$ cat src/rtl/vga_timing_gen.sv
// vga_timing_gen
// 640x480@60 VGA raster timing source. Produces the scan position
// (hCount/vCount), the visible-area flag, active-low syncs, a pixel strobe
// and a once-per-frame strobe for game-state updates.
// Optional feature: define VGA_FRAME_COUNT_EN to build a 16-bit
// frames-completed counter; without it frame_count is constant zero.
module vga_timing_gen #(
  parameter int CLK_DIV      = 4,
  parameter int H_TOTAL      = 800,
  parameter int H_SYNC       = 96,
  parameter int H_DISP_START = 144,
  parameter int H_DISP_END   = 784,
  parameter int V_TOTAL      = 525,
  parameter int V_SYNC       = 2,
  parameter int V_DISP_START = 35,
  parameter int V_DISP_END   = 515
) (
  input  logic        clk,
  input  logic        rst,
  output logic [9:0]  hCount,
  output logic [9:0]  vCount,
  output logic        bright,
  output logic        hSync,
  output logic        vSync,
  output logic        pix_tick,
  output logic        frame_tick,
  output logic [15:0] frame_count
);

  localparam int               DIV_W    = (CLK_DIV > 1) ? $clog2(CLK_DIV) : 1;
  localparam logic [DIV_W-1:0] DIV_LAST = DIV_W'(CLK_DIV - 1);
  localparam logic [DIV_W-1:0] DIV_ONE  = DIV_W'(1);

  localparam logic [9:0] H_LAST    = 10'(H_TOTAL - 1);
  localparam logic [9:0] V_LAST    = 10'(V_TOTAL - 1);
  localparam logic [9:0] H_SYNC_L  = 10'(H_SYNC);
  localparam logic [9:0] V_SYNC_L  = 10'(V_SYNC);
  localparam logic [9:0] H_DISP_S  = 10'(H_DISP_START);
  localparam logic [9:0] H_DISP_E  = 10'(H_DISP_END);
  localparam logic [9:0] V_DISP_S  = 10'(V_DISP_START);
  localparam logic [9:0] V_DISP_E  = 10'(V_DISP_END);

  logic [DIV_W-1:0] div;
  logic             advance;
  logic             frame_wrap;
  logic [9:0]       next_h;
  logic [9:0]       next_v;
  logic             next_hsync;
  logic             next_vsync;
  logic             next_bright;

  // Decide where the counters land on this edge and decode that position,
  // so the registered decodes line up with the registered counts.
  always_comb begin
    advance    = (div == DIV_LAST);
    frame_wrap = advance && (hCount == H_LAST) && (vCount == V_LAST);
    next_h     = hCount;
    next_v     = vCount;
    if (advance) begin
      if (hCount == H_LAST) begin
        next_h = '0;
        next_v = (vCount == V_LAST) ? '0 : vCount + 10'd1;
      end else begin
        next_h = hCount + 10'd1;
      end
    end
    next_hsync  = (next_h >= H_SYNC_L);
    next_vsync  = (next_v >= V_SYNC_L);
    next_bright = (next_h >= H_DISP_S) && (next_h < H_DISP_E) &&
                  (next_v >= V_DISP_S) && (next_v < V_DISP_E);
  end

  // Pixel divider, scan counters and the two strobes.
  always_ff @(posedge clk) begin
    if (!rst) begin
      div        <= '0;
      hCount     <= '0;
      vCount     <= '0;
      pix_tick   <= 1'b0;
      frame_tick <= 1'b0;
    end else begin
      div        <= advance ? '0 : div + DIV_ONE;
      hCount     <= next_h;
      vCount     <= next_v;
      pix_tick   <= advance;
      frame_tick <= frame_wrap;
    end
  end

  // Registered sync and visible-area decodes of the upcoming position.
  always_ff @(posedge clk) begin
    if (!rst) begin
      hSync  <= 1'b0;
      vSync  <= 1'b0;
      bright <= 1'b0;
    end else begin
      hSync  <= next_hsync;
      vSync  <= next_vsync;
      bright <= next_bright;
    end
  end

`ifdef VGA_FRAME_COUNT_EN
  // Count completed frames, bumping on the same edge as frame_tick.
  always_ff @(posedge clk) begin
    if (!rst) begin
      frame_count <= '0;
    end else if (frame_wrap) begin
      frame_count <= frame_count + 16'd1;
    end
  end
`else
  assign frame_count = 16'd0;
`endif

endmodule
$ cat config.mk
export PLATFORM = sky130hd
export DESIGN_NAME = vga_timing_gen
export DESIGN_NICKNAME = d
export VERILOG_FILES = /design/src/rtl/vga_timing_gen.sv
export SDC_FILE = /design/constraint.sdc
export NUM_CORES = 1
export LEC_CHECK = 0
export ABC_CLOCK_PERIOD_IN_PS = 4900
export CAP_MARGIN = 10
export CORE_MARGIN = 2
export CORE_UTILIZATION = 30
export CTS_CLUSTER_DIAMETER = 120
export DETAILED_ROUTE_END_ITERATION = 12
export HOLD_SLACK_MARGIN = 0.02
export RECOVER_POWER = 100
export SETUP_SLACK_MARGIN = 0.3
export SLEW_MARGIN = 15
export SYNTH_ARGS = -nofsm -noshare
export SYNTH_HDL_FRONTEND = slang
export SYNTH_SLANG_ARGS = --single-unit
$ cat constraint.sdc
create_clock -name clk -period 4.9 [get_ports clk]
set_input_delay 0.49 -clock clk [delete_from_list [all_inputs] [get_ports clk]]
set_output_delay 0.49 -clock clk [all_outputs]
set_load 0.05 [all_outputs]
==> results.yml <==
yosys:
  syn_area_um2: 1715
  synth_top_flop_cell: "dfxtp_1"
  synth_top_cell_area_share: 0.3151
  yosys_warnings: 0
  ys_ff_latch: 27
  yosysTopAreaCell: "dfxtp_1"
  ys_async_sr_fraction: 0
  synthCells: 202
  yosysSeqAreaShare: 0.3151
  syn-mean-instance-area_um2: 8.492
  synthDistinctLibCells: 57
  synth_edf_count: 0
  synthTopCellsByArea: "dfxtp_1 32%, buf_4 7.4%, nor2_1 4.4%, nand2_1 3.3%, nand4_1 3.3%"
clock_tree:
  cts_setup_buffers: 0
  cts_root_buf: "clkbuf_8"
  cts-htree-levels: 1
  clk_latency_ns: 0.27
  hold_buffers: 0
  cts_buffer_depth: 2
  cts-buffers-inserted: 3
  numClockSinks: 27
  cts_tree: "built"
  postCtsResizedCells: 0
  cts.clk_slew.worst_paths_ns: 0.09
detailed_routing:
  wire_per_inst_um: 13.60
  drt_pass1_iterations: 4
  ant_nets: 0
  drt_iter0_markers: 101
  totalWireLength_um: 4013
  dr_total_vias: 1478
  vias_per_cell: 5.010
  drc_errors: 0
power:
  p_leak_uw: 0.0007969
  powerDensity_nw_per_um2: 210.0
  worst_ir_drop_vdd_mv: 0.09712
  power_uw: 414.7
layout:
  n_fill_cell: 587
  diodes: 0
  seq_area_um2: 540.5
  drive_above_1_share: 0.06278
  final_common_cell: "dfxtp_1"
  final_cell_mix: "27 x dfxtp_1, 26 x dlygate4sd3_1, 20 x nor2_1"
  multi_input_area_um2: 1020
  area_growth_pct: 15.10
  fin_nets: 230
  final_util: 0.3586
floorplan:
  ios: 43
  core_area_um2: 5507
  die_h_um: 79.62
  die_area_um2: 6339
  rows: 27
  start_util: 0.3115
  die_w_um: 79.62
sta:
  fin_setup_tns_ns: 0
  maxSlewHeadroom: 0.3351
  hold_violations: 0
  finalCritPeriodShare: 0.6075
  clock.fmax_mhz: 335.9
  slew_viol_final: 0
  min_period_ns: 2.977
  rsz0062_at_grt: "no"
  max_slew.worst_pin.slew_ns: 0.9883
  setup_violations: 0
  fin_worst_skew_ns: 0.007393
critical_path:
  critPathMaxStageDelay_ns: 0.85
  cpMaxStageDelayCell: "nor4_1"
  critPathMaxFanout: 15
  cp.required_ns: 5.11
  path_cells: "ha_1 > nand3_1 > nor4_1 > nand4_1 > a21boi_0 > nand2b_1 > or3_1 > a31oi_1"
  startpoint_type: "register"
  r2r_cells: 8
  worstSetupPathType: "reg -> reg"
  endpoint_kind: "register"
  arrival_ns: 3.19
place:
  gp_congestion: 0.8778
  numPortBuffers: 26
  post-dp-hpwl_um: 2915
global_route:
  grtUsageTotal: 0.1346
  grt_pass1_wl_um: 6734
  gr-total-overflow: 0
  grt_max_degree: 20
  antenna_found_initial: 0
  grt_pass1_vias: 1367
hold_path:
  worstHoldPathType: "reg -> reg"
  hold_depth: 1
run_status:
  run_status: "complete, no violations"
job:
  maxCapViolations: 0
-- cells in the mapped netlist (2+ instances only) --
cell and n:
dfxtp_1 27, nor2_1 20, buf_4 17, nand2_1 15
nand3_1 11, nand4_1 9, a21oi_1 8, xnor2_1 5
xor2_1 5, and2_1 4, and4_1 4, clkbuf_1 4
ha_1 4, inv_1 4, nand2b_1 4, nor3_1 4
o21ai_0 4, a31oi_1 3, or3_1 3, a22oi_1 2
and3_1 2, and3_2 2, buf_2 2, nand3b_1 2
nor3b_1 2, o21a_1 2, o2bb2ai_1 2, o31ai_1 2
-- power by group --
group          total, uW  switching, uW  internal, uW
Sequential           228           4.33           224
Clock                128           69.3          58.3
Combinational       58.8           47.2          11.6
-- layer usage --
layer | part of all wire | global-route usage
met2 | 0.45 | 0.2168
met1 | 0.49 | 0.1786
met3 | 0.051 | 0.03167
met4 | 0.0067 | 0.03793
met5 | 0 | 0
-- cell type report --
type / count / area share
multi-input combinational: 161 / 0.5165
inverter: 5 / 0.009506
sequential: 27 / 0.2738
clock buffer: 4 / 0.02281
timing repair buffer: 26 / 0.1318
tap: 72 / 0.04563
-- cell families (layout without fill, tap and decap cells) --
logic type               count (synthesis)  after routing  synth area share
adder cells (fa/ha/maj)                  4              4           0.02918
AND/OR/NAND/NOR                         98             98            0.3450
flip-flops                              27             27            0.3151
buffers and inverters                   29             35            0.1079
other                                    1             16          0.002186
AO/OA/AOI/OAI                           33             33            0.1495
XOR/XNOR                                10             10           0.05106
-- critical path: cells and delay by family, from the launching register on --
kind,cells,cell delay [ns]
simple gates,5,1.65
compound gates,2,0.50
flops,1,0.34
fa+ha+maj,1,0.43
-- state kept, by name, indices dropped and copies added (netlist names) --
name        cells
bright          1
div             2
frame_tick      1
hCount         10
hSync           1
pix_tick        1
vCount         10
vSync           1
-- worst paths after layout --
check | startpoint | end | slack (ns)
hold / removal | div[0] | div[0] | 0.43
setup reg to reg | div[0] | bright | 1.92
setup / recovery | div[0] | bright | 1.92
hold reg to reg | div[0] | div[0] | 0.43
-- through the flow --
| step | area, um^2 | instances | setup slack [ns] | hold slack (ns) |
|---|---|---|---|---|
| floorplan | 1772 | 217 | 2.341 | 0.4043 |
| global placement | 1956 | 291 | 2.449 | 0.4110 |
| detailed placement | 1956 | 291 | 2.433 | 0.4206 |
| CTS | 2001 | 295 | 2.395 | 0.4349 |
| global route | 1974 | 295 | 1.579 | 0.4671 |
| finish | 1974 | 295 | 1.923 | 0.4309 |
No activity file was read; power rests on OpenSTA's default activity.
